File: src/rtl/tick_pkg.sv
// rtl/tick_pkg.sv - shared mode/state encodings and reset divisor for the tick generator
package tick_pkg;

  localparam logic MODE_PERIODIC = 1'b0;
  localparam logic MODE_ONESHOT  = 1'b1;

  typedef enum logic {
    ST_IDLE = 1'b0,
    ST_RUN  = 1'b1
  } state_t;

  // 10 ms at 100 MHz
  localparam int unsigned DEF_DIV_10MS = 999_999;

endpackage

File: src/rtl/tick_chan.sv
// rtl/tick_chan.sv - one tick channel: divisor counter with periodic/one-shot FSM
module tick_chan
  import tick_pkg::*;
#(
  parameter int          CNT_W   = 20,
  parameter int unsigned DEF_DIV = DEF_DIV_10MS
) (
  input  logic             clk,
  input  logic             rst_n,
  input  logic             en,
  input  logic             wr,
  input  logic [CNT_W-1:0] wr_div,
  input  logic             wr_mode,
  output logic             tick,
  output logic             busy
);

  state_t             state, state_n;
  logic [CNT_W-1:0]   cnt, cnt_n;
  logic [CNT_W-1:0]   div, div_n;
  logic               mode, mode_n;
  logic               en_q;
  logic               rise;

  assign rise = en & ~en_q;
  assign busy = (state == ST_RUN);
  assign tick = (state == ST_RUN) && (cnt == div);

  always_ff @(posedge clk or negedge rst_n) begin
    if (!rst_n) begin
      state <= ST_IDLE;
      cnt   <= '0;
      div   <= CNT_W'(DEF_DIV);
      mode  <= MODE_PERIODIC;
      en_q  <= 1'b0;
    end else begin
      state <= state_n;
      cnt   <= cnt_n;
      div   <= div_n;
      mode  <= mode_n;
      en_q  <= en;
    end
  end

  always_comb begin
    state_n = state;
    cnt_n   = cnt;
    div_n   = div;
    mode_n  = mode;
    unique case (state)
      ST_IDLE: begin
        cnt_n = '0;
        if (wr) begin
          div_n  = wr_div;
          mode_n = wr_mode;
        end
        // the start condition follows the mode being written this cycle, if any
        if ((mode_n == MODE_PERIODIC) ? en : rise) state_n = ST_RUN;
      end
      ST_RUN: begin
        if (!en) begin
          state_n = ST_IDLE;
          cnt_n   = '0;
        end else if (tick) begin
          cnt_n = '0;
          if (mode == MODE_ONESHOT) state_n = ST_IDLE;
        end else begin
          cnt_n = cnt + 1'b1;
        end
        // the top only grants a write here on a tick cycle, i.e. a period boundary
        if (wr) begin
          div_n  = wr_div;
          mode_n = wr_mode;
          cnt_n  = '0;
        end
      end
      default: state_n = ST_IDLE;
    endcase
  end

endmodule

File: src/rtl/tick_gen_multi.sv
// rtl/tick_gen_multi.sv - multi-channel tick generator with valid/ready per-channel config
module tick_gen_multi
  import tick_pkg::*;
#(
  parameter  int          NCH     = 4,
  parameter  int          CNT_W   = 20,
  parameter  int unsigned DEF_DIV = DEF_DIV_10MS,
  localparam int          CH_W    = (NCH > 1) ? $clog2(NCH) : 1
) (
  input  logic             clk,
  input  logic             rst_n,
  input  logic [NCH-1:0]   en,
  input  logic             cfg_valid,
  output logic             cfg_ready,
  input  logic [CH_W-1:0]  cfg_ch,
  input  logic [CNT_W-1:0] cfg_div,
  input  logic             cfg_mode,
  output logic [NCH-1:0]   tick,
  output logic [NCH-1:0]   busy
);

  logic [(1<<CH_W)-1:0] ready_vec;
  logic [NCH-1:0]       wr;

  // unpopulated channel codes stay ready so a stray write is simply dropped
  always_comb begin
    ready_vec = '1;
    for (int i = 0; i < NCH; i++) ready_vec[i] = ~busy[i] | tick[i];
  end

  assign cfg_ready = ready_vec[cfg_ch];

  always_comb begin
    wr = '0;
    for (int i = 0; i < NCH; i++) wr[i] = cfg_valid & cfg_ready & (cfg_ch == CH_W'(i));
  end

  for (genvar g = 0; g < NCH; g++) begin : g_ch
    tick_chan #(
      .CNT_W   (CNT_W),
      .DEF_DIV (DEF_DIV)
    ) u_chan (
      .clk     (clk),
      .rst_n   (rst_n),
      .en      (en[g]),
      .wr      (wr[g]),
      .wr_div  (cfg_div),
      .wr_mode (cfg_mode),
      .tick    (tick[g]),
      .busy    (busy[g])
    );
  end

endmodule

File: config.mk
export PLATFORM = sky130hd
export DESIGN_NAME = tick_gen_multi
export DESIGN_NICKNAME = d
export VERILOG_FILES = /design/src/rtl/tick_pkg.sv /design/src/rtl/tick_chan.sv /design/src/rtl/tick_gen_multi.sv
export SDC_FILE = /design/constraint.sdc
export NUM_CORES = 1
export LEC_CHECK = 0
export CORE_ASPECT_RATIO = 1.75
export CORE_UTILIZATION = 30
export CTS_CLUSTER_DIAMETER = 120
export DETAILED_ROUTE_END_ITERATION = 6
export HOLD_SLACK_MARGIN = 0.12
export RECOVER_POWER = 100
export SETUP_SLACK_MARGIN = 0.2
export SLEW_MARGIN = 25
export SYNTH_ARGS = -nofsm -noshare
export SYNTH_HDL_FRONTEND = slang
export SYNTH_SLANG_ARGS = --single-unit
File: constraint.sdc
create_clock -name clk -period 5.5 [get_ports clk]
set_input_delay 0.825 -clock clk [delete_from_list [all_inputs] [get_ports clk]]
set_output_delay 0.825 -clock clk [all_outputs]
set_load 0.1 [all_outputs]
After elaboration in Yosys (flattened, before gate mapping)
Cells that the tools add are included.
{ "classes": {"eq_ne": 7, "bitwise_logic": 21, "n_lt_le_gt_ge": 1, "n_addsub": 4, "muxes": 58, "reduce_logical": 5} }
{ "op_table": {"columns": ["op", "count"], "rows": [
  ["$mux 20", 16],
  ["$pmux 20 s2", 4],
  ["$add 20x1->20 const B", 4],
  ["$eq 20x20->1", 4],
  ["$mux 1", 29],
  ["$pmux 1 s2", 8],
  ["$and 1x1->1", 9],
  ["$not 1->1", 8],
  ["$eq 2x2->1 const B", 2],
  ["$logic_and 1x1->1", 4],
  ["$or 1x1->1", 4],
  ["$lt 2x3->1 const B", 1],
  ["$bmux 1 s2", 1],
  ["$eq 2x1->1 const B", 1],
  ["$logic_not 2->1", 1]
]} }
{ "word_totals": {"out_inout_bits": 9, "wordCells": 116, "ff_bits": 172, "input_bits": 30} }

Logic depth before layout (Yosys ltp)
{ "logic_depth": {"word_depth": 12, "mapped_depth": 7, "ltp_nobuf": 7} }

Hierarchy
Synthesis repeated with hierarchy kept, for this count alone.
{ "unflattened": {"hier_cells": 708, "area_unflattened_um2": 8330.5} }
{ "modules_own_cells": {"columns": ["mod", "instances", "cells_each", "area_per_inst_um2", "seq_area_each_um2"], "rows": [
  ["tick_chan (g_ch[1].u_chan ...)", 3, 175, 2050.7, 1091.0],
  ["tick_chan (g_ch[0].u_chan)", 1, 174, 2077.0, 1091.0],
  ["tick_gen_multi", 1, 9, 101.3, 0.0]
]} }

Least setup slack after synthesis
Ideal clock, no wire load.
{ "synth_timing": {"path_type": "reg2out", "startpoint": "register g_ch[2].u_chan.div[18]", "endpoint": "output port cfg_ready", "t_arrival_ps": 1720, "stages_incl_launch_ff": 7, "setup_slack_ps": 2955, "n_path_buf": 0, "required_ps": 4675, "path_cell_list": "dfstp_2 -> xnor2_1 -> nand4_1 -> nor3_2 -> nand3_2 -> nand2_1 -> mux4_2"} }
{ "synth_between": {"elab_chain_len": 5} }
{ "synth_lines": {"columns": ["item", "line_no", "text"], "rows": [
  ["start: declaration", "tick_chan.sv:20", "logic [CNT_W-1:0] div, div_n;"],
  ["start signal: assignment", "tick_chan.sv:33", "div <= CNT_W'(DEF_DIV);"],
  ["start signal: assignment", "tick_chan.sv:39", "div <= div_n;"],
  ["$eq 20x20->1", "tick_chan.sv:27", "assign tick = (state == ST_RUN) && (cnt == div);"],
  ["$logic_and 1x1->1", "tick_chan.sv:27", null],
  ["$or 1x1->1", "tick_gen_multi.sv:28", "for (int i = 0; i < NCH; i++) ready_vec[i] = ~busy[i] | tick[i];"],
  ["$bmux 1 s2", "tick_gen_multi.sv:31", "assign cfg_ready = ready_vec[cfg_ch];"],
  ["$mux 1 (not written as such)", "tick_gen_multi.sv:31", null],
  ["end: declaration", "tick_gen_multi.sv:14", "output logic cfg_ready,"]
]} }
No other way between the ends. The select of a mux whose other input is x is not followed.

Worst setup path after layout
{ "layout_timing": {"startpoint": "register g_ch[3].u_chan.div[14]", "endpoint": "output port cfg_ready"} }
{ "layout_between": {"elab_chain_len": 5} }
{ "layout_lines": {"columns": ["item", "line_no"], "rows": [
  ["start: declaration", "tick_chan.sv:20"],
  ["start signal: assignment", "tick_chan.sv:33"],
  ["start signal: assignment", "tick_chan.sv:39"],
  ["$eq 20x20->1", "tick_chan.sv:27"],
  ["$logic_and 1x1->1", "tick_chan.sv:27"],
  ["$or 1x1->1", "tick_gen_multi.sv:28"],
  ["$bmux 1 s2", "tick_gen_multi.sv:31"],
  ["$mux 1 (not written as such)", "tick_gen_multi.sv:31"]
]} }
No other way between the ends. The select of a mux whose other input is x is not followed.

==> flow_summary.yaml <==
synth:
  ys_seq_area_share_pct: 52.1
  avgSynthCellArea_um2: 11.8
  syn_nets: 743
  ys_ff_latch: 172
  synth.most_common_cell: "dfrtp_1"
  mappedNetlistArea_um2: 8380
  synth_enable_flop_cells: 0
  synth_cell_types: 36
  syn_inst: 709
  ys_top_cells_by_area: "dfrtp_1 37%, dfstp_2 15%, xor2_1 8.1%"
  synth_top_area_share_pct: 37.0
  synth_flop_cell: "dfrtp_1"
  synthTopCellsByCount: "124 x dfrtp_1, 98 x nor2_1, 78 x xor2_1, 72 x xnor2_1"
  ys_warn_count: 0
  synthArstFlopShare_pct: 100
  synth_top_area_cell: "dfrtp_1"
cts:
  clkSlewWorstSetupHoldPaths_ns: 0.06
  postCtsSetupRepairBufs: 0
  cts_root_buf: "clkbuf_16"
  cts_max_path_buffers: 2
  cts.sinks: 172
  clkLatencyLatePin_ns: 0.43
  cts_resized: 0
  cts_buffers: 17
  holdBufCountCts: 0
  htree_levels: 4
  cts_tree: "done"
critical_path:
  required_ns: 4.68
  critPathCaptureType: "output port"
  worstPathMaxFanout: 4
  cp-start-kind: "register"
  criticalPathCategory: "register to output port"
  worstPathArrival_ns: 3.40
power:
  total_power_mw: 3.20
  switching_share_pct: 25.3
  p_sw_mw: 0.809
  ir_drop_mv: 0.169
  p_leak_nw: 3.80
  p_int_mw: 2.39
  seq_power_share_pct: 50.3
  p_comb_share_pct: 13.5
  power_frac_clock_pct: 36.2
  p_per_area_nw_per_um2: 339
floorplanning:
  rows: 80
  die_w_um: 128
  start_util_pct: 30.7
  die_h_um: 223
  core-area_um2: 27300
  pin_count: 39
  dieArea_um2: 28600
min_path:
  hp-class: "primary input to async pin"
drt:
  drt_pass1_iterations: 4
  wl_per_cell_um: 17.0
  ant_nets: 0
  dr_total_vias: 5142
  drt_wl_total_um: 19100
  via_per_inst: 4.57
  drt_iter0_drc: 181
  drc: 0
timing:
  fin_skew_ns: 0.00545
  worstMarginPinSlew_ns: 2.32
  period_minus_slack_ns: 4.23
  slew_viol_final: 82
  fmax_mhz: 236
  setup_tns_ns: 0
  rsz0062_at_grt: "no"
  whs_ns: 0.431
  finalHoldViolCount: 0
  slew_headroom_pct: -54.5
  finalCritPeriodShare_pct: 76.9
  setup_viol: 0
global_routing:
  grt_pass1_wl_um: 30500
  antenna_found_initial: 2
  grt_max_degree: 95
  grt_pass1_vias: 5435
  grt_usage_pct: 14.5
  grt_remaining_overflow: 0
layout:
  fillers: 2751
  diodes: 0
  area_growth_pct: 12.4
  multiInputGateArea_um2: 3600
  final_cells: 1125
  nNetsFinal: 777
  seq_area_um2: 4360
  fin_util_pct: 34.5
  layout-drive-gt1-share_pct: 16.7
outcome:
  violations: "capacitance limit, slew limit"
  status: "complete, but fails checks"
placed_design:
  gp_congestion: 0.770
  hpwl_um: 13900
  dpl.cell_count: 1093
  io_buffers: 38
run:
  maxCapViolations: 2
==> metrics by stage <==
step / setup WS, ns / instance area (um^2)
5_1_grt: 1.12 / 9430
4_1_cts: 1.25 / 9610
6_report: 1.27 / 9430
3_5_place_dp: 1.67 / 9050
2_1_floorplan: 2.95 / 8380
3_3_place_gp: 1.69 / 9050
==> final timing paths <==
| path | from | to | slack, ns | cells after the start |
|---|---|---|---|---|
| max | g_ch[3].u_chan.div[14]$_DFFE_PN1P_ | cfg_ready | 1.27 | 7 |
| min | rst_n | g_ch[0].u_chan.cnt[18]$_DFF_PN0_ | 0.43 | 1 |
| max reg2reg | g_ch[1].u_chan.div[14]$_DFFE_PN1P_ | g_ch[1].u_chan.div[8]$_DFFE_PN0P_ | 2.65 | 7 |
| min reg2reg | g_ch[3].u_chan.mode$_DFF_PN0_ | g_ch[3].u_chan.busy$_DFF_PN0_ | 0.48 | 1 |
| max in group asynchronous | rst_n | g_ch[1].u_chan.busy$_DFF_PN0_ | 2.40 | 2 |
| min in group clk | g_ch[3].u_chan.mode$_DFF_PN0_ | g_ch[3].u_chan.busy$_DFF_PN0_ | 0.48 | 1 |
==> layout make-up <==
type,count,area share [%]
Clock buffer,23,4.86
Inverter,14,0.557
Multi-Input combinational cell,497,38.2
Timing Repair Buffer,41,4.17
Sequential cell,172,46.3
Tap cell,369,4.90
Clock inverter,9,1.01
==> power by group through the flow <==
stage	clock network [mW]	logic (mW)	registers, mW
after CTS	1.19	0.506	1.61
after global routing	1.23	0.477	1.63
after floorplan	0	0.382	1.60
final	1.16	0.432	1.61
after global placement	0	0.498	1.63
after detailed placement	0	0.505	1.63
==> sequential cells by signal, indices dropped and copies added, names as in the netlist <==
register and cells:
g_ch.u_chan.cnt 80, g_ch.u_chan.div 80, g_ch.u_chan.busy 4, g_ch.u_chan.en_q 4, g_ch.u_chan.mode 4
==> worst max-delay path: stages (launching register included) <==
cell and delay, ns:
dfstp_1 0.53, xnor2_1 0.14, nand4_1 0.15, nor3_1 0.32, nand3_1 0.22, nand2_1 0.14, mux4_2 0.26, dlygate4sd3_1 1.21
==> cell families after synthesis <==
kind of cell	after synthesis	synth area share, %
AOI/OAI and AO/OA	14	1.30
and+or+nand+nor	240	13.6
xor gates and xnor gates	150	15.7
buffers and inverters	40	2.95
muxes	89	13.9
adders and majority gates	4	0.597
DFF	172	52.1
==> placed cells by master, fill, tap and decap left out, types with 14 or more instances in the layout <==
master / n
dfrtp_1: 124
nor2_1: 98
xor2_1: 78
xnor2_1: 72
mux2_2: 48
dfstp_2: 45
mux2_1: 40
nand2_1: 38
nand3_1: 37
nand4_1: 26
clkdlybuf4s50_1: 22
clkbuf_16: 17
dlygate4sd3_1: 15
inv_1: 14
==> per-layer routing <==
| layer | vias to the layer above | wire length (um) | global-route usage (%) |
|---|---|---|---|
| li1 | 2444 | - | - |
| met1 | 2603 | 7590 | 15.8 |
| met2 | 69 | 10500 | 26.3 |
| met3 | 22 | 455 | 2.95 |
| met4 | 4 | 549 | 6.68 |
| met5 | - | 23 | 0 |
Power figures use the tool's default switching activity.
